[config.mk]
export PLATFORM = sky130hd
export DESIGN_NAME = sevseg_mux_blink
export DESIGN_NICKNAME = d
export VERILOG_FILES = /design/src/rtl/sevseg_mux_blink.sv
export SDC_FILE = /design/constraint.sdc
export NUM_CORES = 1
export LEC_CHECK = 0
export ABC_AREA = 1
export BUFFER_PORTS_ARGS = -buffer_cell sky130_fd_sc_hd__buf_2
export CORE_MARGIN = 3
export CORE_UTILIZATION = 50
export CTS_CLUSTER_SIZE = 40
export DETAILED_ROUTE_END_ITERATION = 16
export PLACE_DENSITY = 0.72
export SLEW_MARGIN = 20
export SYNTH_ARGS = -nofsm -noshare
export SYNTH_HDL_FRONTEND = slang
export SYNTH_SLANG_ARGS = --single-unit
[constraint.sdc]
create_clock -name clk -period 2.2 [get_ports clk]
set_input_delay 0.33 -clock clk [delete_from_list [all_inputs] [get_ports clk]]
set_output_delay 0.33 -clock clk [all_outputs]
set_load 0.05 [all_outputs]
[src/rtl/sevseg_mux_blink.sv]
// rtl/sevseg_mux_blink.sv - time-multiplexed hex 7-seg driver with blanking, blink and frame-synced updates
module sevseg_mux_blink #(
    parameter int NUM_DIGITS   = 2,
    parameter int REFRESH_DIV  = 24000,
    parameter int BLANK_CYCLES = 48,
    parameter int BLINK_DIV    = 5000000
) (
    input  logic                      clk,
    input  logic                      reset,
    input  logic [4*NUM_DIGITS-1:0]   digits_i,
    input  logic                      load,
    input  logic [NUM_DIGITS-1:0]     blink_en,
    output logic [6:0]                segment,
    output logic [NUM_DIGITS-1:0]     anode,
    output logic                      frame_done,
    output logic                      blink_phase
);

    localparam int SLOT_W  = (REFRESH_DIV > 1) ? $clog2(REFRESH_DIV) : 1;
    localparam int IDX_W   = (NUM_DIGITS > 1) ? $clog2(NUM_DIGITS) : 1;
    localparam int BLINK_W = (BLINK_DIV > 1) ? $clog2(BLINK_DIV) : 1;

    localparam logic [SLOT_W-1:0]  SLOT_LAST  = SLOT_W'(REFRESH_DIV - 1);
    localparam logic [IDX_W-1:0]   IDX_LAST   = IDX_W'(NUM_DIGITS - 1);
    localparam logic [BLINK_W-1:0] BLINK_LAST = BLINK_W'(BLINK_DIV - 1);

    logic [SLOT_W-1:0]       slot_cnt;
    logic [IDX_W-1:0]        dig_idx;
    logic [BLINK_W-1:0]      blink_cnt;
    logic [4*NUM_DIGITS-1:0] staging;
    logic [4*NUM_DIGITS-1:0] shadow;
    logic                    pending;

    logic                    boundary;
    logic                    cur_blink;
    logic [3:0]              cur_nib;
    logic [NUM_DIGITS-1:0]   anode_nxt;
    logic [6:0]              segment_nxt;

    function automatic logic [6:0] decode(input logic [3:0] nib);
        case (nib)
            4'h0: decode = 7'b1000000;
            4'h1: decode = 7'b1111001;
            4'h2: decode = 7'b0100100;
            4'h3: decode = 7'b0110000;
            4'h4: decode = 7'b0011001;
            4'h5: decode = 7'b0010010;
            4'h6: decode = 7'b0000010;
            4'h7: decode = 7'b1111000;
            4'h8: decode = 7'b0000000;
            4'h9: decode = 7'b0010000;
            4'hA: decode = 7'b0001000;
            4'hB: decode = 7'b0000011;
            4'hC: decode = 7'b1000110;
            4'hD: decode = 7'b0100001;
            4'hE: decode = 7'b0000110;
            default: decode = 7'b0001110;
        endcase
    endfunction

    assign boundary = (slot_cnt == SLOT_LAST) && (dig_idx == IDX_LAST);

    // Digit select by comparison keeps indexing in range for any NUM_DIGITS
    always_comb begin
        cur_blink   = 1'b0;
        cur_nib     = 4'h0;
        anode_nxt   = '1;
        segment_nxt = 7'h7F;
        for (int k = 0; k < NUM_DIGITS; k++) begin
            if (dig_idx == IDX_W'(k)) begin
                cur_blink = blink_en[k];
                cur_nib   = shadow[4*k +: 4];
            end
        end
        if (int'(slot_cnt) >= BLANK_CYCLES && !(cur_blink && blink_phase)) begin
            for (int k = 0; k < NUM_DIGITS; k++) begin
                anode_nxt[k] = (dig_idx != IDX_W'(k));
            end
            segment_nxt = decode(cur_nib);
        end
    end

    always_ff @(posedge clk or posedge reset) begin
        if (reset) begin
            slot_cnt    <= '0;
            dig_idx     <= '0;
            blink_cnt   <= '0;
            blink_phase <= 1'b0;
            staging     <= '0;
            shadow      <= '0;
            pending     <= 1'b0;
            anode       <= '1;
            segment     <= 7'h7F;
            frame_done  <= 1'b0;
        end else begin
            frame_done <= boundary;
            anode      <= anode_nxt;
            segment    <= segment_nxt;

            if (slot_cnt == SLOT_LAST) begin
                slot_cnt <= '0;
                dig_idx  <= (dig_idx == IDX_LAST) ? '0 : dig_idx + 1'b1;
            end else begin
                slot_cnt <= slot_cnt + 1'b1;
            end

            if (blink_cnt == BLINK_LAST) begin
                blink_cnt   <= '0;
                blink_phase <= ~blink_phase;
            end else begin
                blink_cnt <= blink_cnt + 1'b1;
            end

            // Shadow only changes on the frame boundary so a frame never mixes two loads
            if (load) begin
                staging <= digits_i;
            end
            if (boundary && load) begin
                shadow  <= digits_i;
                pending <= 1'b0;
            end else if (boundary && pending) begin
                shadow  <= staging;
                pending <= 1'b0;
            end else if (load) begin
                pending <= 1'b1;
            end
        end
    end

endmodule

# Word level (Yosys, flattened, before mapping)
# Memory sizes are Yosys's and may differ from the RTL's.
# Cells that the tools add are included.
[word_totals] latch_bits=0 romBits=112 n_memories=1 word_cells=39 ram_bits=0 output_inout_bits=11 regBits=67 inputBits=13
[mem_list] name="(no name shown)" words=16 width=7 rd=1 rd_ports_with_merged_regs=0 wr=0 line="41" text="case (nib)"
[op_classes] multipliers=0 div_mod_pow=0 n_shift=0 magnitude_cmp=1 n_reduce_logical=8 bitwise=2 mux=12 eq_ne=2 addsub=3
[ops] operator="adder 23 x 1 -> 23 bit (second input constant)" n=1
[ops] operator="== test 23 bit (second input constant)" n=1
[ops] operator="2-to-1 mux 23 bit" n=1
[ops] operator="2-to-1 mux 8 bit" n=2
[ops] operator="adder 15 x 1 -> 15 bit (second input constant)" n=1
[ops] operator="== test 15 bit (second input constant)" n=1
[ops] operator=">= comparator 15 x 6 -> 1 bit (second input constant)" n=1
[ops] operator="2-to-1 mux 15 bit" n=1
[ops] operator="2-to-1 mux 7 bit" n=1
[ops] operator="logical AND 1 bit" n=5
[ops] operator="2-to-1 mux 1 bit" n=5
[ops] operator="2-to-1 mux 4 bit" n=1
[ops] operator="nonzero test 3 bit" n=1
[ops] operator="2-to-1 mux 2 bit" n=1
[ops] operator="NOT 1 bit" n=2
[ops] operator="nonzero test 2 bit" n=1
[ops] operator="adder 1 bit (second input constant)" n=1
[ops] operator="zero test 1 bit" n=1

# Longest topological paths before layout
[depth] word_depth=5 mapped_depth=10 mapped_depth_nobuf=10

# Worst setup path after synthesis
# Ideal clock, no wire load.
[synth_timing] path_kind="flip-flop to flip-flop" startpoint="reg dig_idx" endpoint="reg segment[0]" path_stages_with_launch=9 synth_period_minus_slack_ns=1.747 arrival_time_ns=1.661 n_path_buf=1 setup_ns=0.086 setup_slack_ns=0.453 path_cell_list="dfrtp_1 > buf_4 > o21ai_0 > inv_1 > ha_1 > o21ai_0 > inv_1 > o21ai_0 > nand3_1"
[synth_via] elab_chain_cells=5
[synth_rtl] element="from (decl)" line="28" text="logic [IDX_W-1:0] dig_idx;"
[synth_rtl] element="from (signal assigned)" line="102" text="dig_idx <= (dig_idx == IDX_LAST) ? '0 : dig_idx + 1'b1;"
[synth_rtl] element="branches (longest 4 deep; another with memory (16 x 7 bit))"
[synth_rtl] element="2-to-1 mux 7 bit *" line="75" text="if (int'(slot_cnt) >= BLANK_CYCLES && !(cur_blink && blink_phase)) begin"
[synth_rtl] element="via segment_nxt[0]" line="38" text="logic [6:0] segment_nxt;"
[synth_rtl] element="to (signal assigned)" line="98" text="segment <= segment_nxt;"
[synth_rtl] element="to (decl)" line="13" text="output logic [6:0] segment,"
# Mark *: on every way through the listed nets, which the timed path passes.
# A chain may end at the register's enable or synchronous reset.

# Final worst setup path
[layout_timing] startpoint="reg blink_cnt[0]" endpoint="reg blink_cnt[14]"
[layout_via] elab_chain_cells=2
[layout_rtl] element="from (decl)" line="29" text="logic [BLINK_W-1:0] blink_cnt;"
[layout_rtl] element="from (signal assigned)" line="111" text="blink_cnt <= blink_cnt + 1'b1;"
[layout_rtl] element="adder 23 x 1 -> 23 bit / == test 23 bit (equally long branches)" line="111, 107"
[layout_rtl] element="2-to-1 mux 23 bit *" line="107" text="if (blink_cnt == BLINK_LAST) begin"
# Every way passes the cells marked *; elsewhere a longest branch is shown, timed or not.

==> summary.txt <==
Detailed routing
  – Routed WL per cell: 12.7 um
  – Routed via count: roughly 3100
  – First drt pass iteration count: 6
  – Post-DRT Antenna Nets: 0
  – DRT Wirelength: 7770 um
  – Via density: 5.11
  – Initial DRC Count: 179
  – DRC violations left: 0

Logic synthesis
  – Sequential fraction of the synthesis area: 0.457
  – Syn Area/Cell: 7.72 um^2
  – Synth Instances: approximately 480
  – Mapped Nets: 501
  – Cell area after synthesis: 3700 um^2
  – Post-synthesis cell type count: 38
  – Synth Register Bits: 67
  – Synth Warn #: 0

Worst hold path
  – Hold Path Depth: 3
  – Worst hold-check path type: in -> reg

Clock network
  – Post-CTS setup buffer count: 0
  – Clock latency on the worst-skew pair: 350 ps
  – Max clock buf depth: 2
  – CTS tree: built
  – CTS root buffer: clkbuf_8
  – Clock Sinks: 67
  – TritonCTS Buffers: 9
  – PostCTS Resize Cnt: 0
  – H-Tree Depth: 3
  – Clk slew on worst S/H paths: roughly 70 ps
  – Hold-fix buffers, CTS: 1

Cells and area
  – Layout Nets: between 500 and 600
  – Area of the multi-input gates: 1640 um^2
  – Area added between synthesis and finish: 11.2%
  – Fillers: between 600 and 700
  – Register area: 1690 um^2
  – Antenna diodes: 0
  – Cell area after layout: 4110 um^2
  – Ratio of cells with drive above 1 in the final layout: 0.134

Floorplanning
  – Die X-Extent: 92.0 um
  – Die area: 8460 um^2
  – # rows: 30
  – I/O pin cnt: 24
  – Core area: 6980 um^2
  – Die Y: between 90 and 100 um
  – Initial core utilization: 0.529

Placement
  – Number of buffers added on ports: 23
  – Placed inst area: 3900 um^2
  – RePlAce Congestion: 0.943
  – DP HPWL: about 5500 um

STA
  – Final hold vios: 0
  – Min Tclk post-route: between 1500 and 2000 ps
  – Hold_ws: ~200 ps
  – Final period util: 0.809
  – F_max: 562 MHz
  – Setup TNS: 0 ps
  – Slew headroom: 0.700
  – Worst Tran Pin Value: 450 ps
  – Clock Skew: roughly 9.5 ps
  – RSZ-0062 raised after global routing: false
  – Setup violations, final: 0
  – Max-slew violations: 0

GRT
  – Antenna violations before repair: 0
  – Vias in the first global route: 3044
  – Total gr overflow: 0
  – Largest net degree at the start of global routing: 49
  – First-pass GRT wire length: 13400 um
  – Overall Global Routing Usage: 0.197

Worst setup path
  – Critical Path RT: between 2000 and 2500 ps
  – CP startpoint kind: register
  – Critical path origin: blink_cnt[0]$_DFF_PP0_
  – Reg2reg path depth: 8
  – CP endpoint kind: register
  – Worst setup path class: reg -> reg
  – R2r startpoint: blink_cnt[0]$_DFF_PP0_
  – Crit-path max FO: 9
  – WP data arrival: 2020 ps
  – CP Capture Point: blink_cnt[14]$_DFF_PP0_
  – Flop-to-flop setup slack: 420 ps
  – Critical R2R Capture: blink_cnt[14]$_DFF_PP0_

Power and ir drop
  – Lkg Pwr: 2.11 nW
  – Worst vdd ir: 0.508 mV
  – P per Cell Area: just over 600 nW/um^2
  – Pwr Total: 2.49 mW

Outcome
  – Status: complete, no violations

Job
  – # Max-Cap Violations: 0
## per-stage QoR
step                setup WS, ps  cells  utilization
CTS                          462    610        0.589
global route                 243    610        0.589
finish                       420    610        0.589
global placement             553    593        0.559
detailed placement           466    593        0.559
floorplan                    202    479            -
## where the power goes
| group | switching, mW | internal (mW) | total (mW) |
|---|---|---|---|
| combinational | 0.124 | 0.0490 | 0.173 |
| clock | 0.450 | 0.585 | 1.04 |
| sequential | 0.0103 | 1.27 | 1.28 |
## cells in the mapped netlist
| master | n | share of area |
|---|---|---|
| clkbuf_2 | 1 | 0.0014 |
| xnor2_1 | 1 | 0.0024 |
| o211ai_1 | 1 | 0.0020 |
| nand3_4 | 1 | 0.0047 |
| nor3b_1 | 1 | 0.0020 |
| xor2_1 | 14 | 0.033 |
| and2_1 | 1 | 0.0017 |
| nand2_1 | 110 | 0.11 |
| nand2_2 | 4 | 0.0068 |
| nand3b_1 | 1 | 0.0020 |
| buf_4 | 1 | 0.0020 |
| buf_2 | 2 | 0.0027 |
| nor2_8 | 1 | 0.0054 |
| buf_6 | 2 | 0.0061 |
| ha_1 | 9 | 0.030 |
| or2_2 | 2 | 0.0034 |
| a31oi_1 | 1 | 0.0017 |
| inv_1 | 78 | 0.079 |
| mux2_2 | 1 | 0.0030 |
| dfrtp_1 | 58 | 0.39 |
| nand3_1 | 41 | 0.056 |
| nor2_4 | 2 | 0.0061 |
| a21oi_1 | 7 | 0.0095 |
| clkbuf_8 | 1 | 0.0037 |
| inv_4 | 1 | 0.0017 |
| o21ai_0 | 21 | 0.028 |
| nand3_2 | 3 | 0.0081 |
| clkbuf_1 | 1 | 0.0010 |
| dfstp_2 | 9 | 0.064 |
| inv_2 | 3 | 0.0030 |
| o21a_1 | 1 | 0.0020 |
| nor2_2 | 2 | 0.0034 |
| or2_0 | 1 | 0.0017 |
| nand4_1 | 16 | 0.027 |
| nor3_1 | 17 | 0.023 |
| nor2_1 | 59 | 0.060 |
| nor4_1 | 3 | 0.0051 |
| o21bai_1 | 1 | 0.0020 |
## worst max-delay path: stages (launching register included)
cell and delay (ps):
dfrtp_1 370, ha_1 210, nand3_1 150, nor2_1 260
inv_1 110, nor2_1 160, nand3_2 230, o21ai_0 140
nor2_1 50
## how the worst min path moves through the flow
stage,from,end,slack [ps]
global route,digits_i[3],staging[3]$_DFFE_PP0P_,210
detailed placement,reset,slot_cnt[11]$_DFF_PP0_,360
floorplan,shadow[4]$_DFFE_PP0N_,shadow[4]$_DFFE_PP0N_,440
CTS,digits_i[7],staging[7]$_DFFE_PP0P_,180
global placement,reset,slot_cnt[11]$_DFF_PP0_,360
finish,digits_i[1],staging[1]$_DFFE_PP0P_,200
## state kept, by name, summed over array words and instances (netlist names)
signal,count
blink_cnt,23
segment,7
staging,8
pending,1
frame_done,1
slot_cnt,15
dig_idx,1
shadow,8
blink_phase,1
anode,2
## routing by layer
layer,vias to the layer above,global-route usage,routed length [um],share of wire
li1,1566,-,-,-
met1,1448,0.243,3400,0.44
met2,84,0.327,3890,0.50
met3,18,0.0435,334,0.043
met4,0,0.0953,155,0.020
met5,-,0,0,0
## cell families (layout without fill, tap and decap cells)
kind of cell | Yosys count | count (layout) | synth area share
AOI/OAI and AO/OA | 32 | 32 | 0.0457
xor gates and xnor gates | 15 | 15 | 0.0355
adders and majority gates | 9 | 9 | 0.0305
buffers and inverters | 90 | 125 | 0.101
DFF | 67 | 67 | 0.457
muxes | 1 | 1 | 0.00305
and+or+nand+nor | 265 | 265 | 0.328
## placed cells by master (no fill, tap or decap), types with 3 or more instances in the layout
| cell type | instances |
|---|---|
| dfrtp_1 | 58 |
| clkbuf_1 | 3 |
| nand4_1 | 16 |
| clkbuf_8 | 11 |
| nand3_1 | 41 |
| ha_1 | 9 |
| inv_1 | 77 |
| o21ai_0 | 21 |
| nand2_1 | 110 |
| nor2_1 | 59 |
| nand3_2 | 3 |
| nor3_1 | 17 |
| nor4_1 | 3 |
| dfstp_2 | 9 |
| inv_2 | 4 |
| xor2_1 | 14 |
| nand2_2 | 4 |
| a21oi_1 | 7 |
| buf_2 | 23 |
## final cells by class
class,instances,area share
sequential,67,0.411
multi-input combinational,322,0.398
inverter,82,0.0755
clock buffer,14,0.0396
timing repair buffer,27,0.0390
tap,96,0.0292
clock inverter,2,0.00852
No activity file was read; power rests on OpenSTA's default activity.
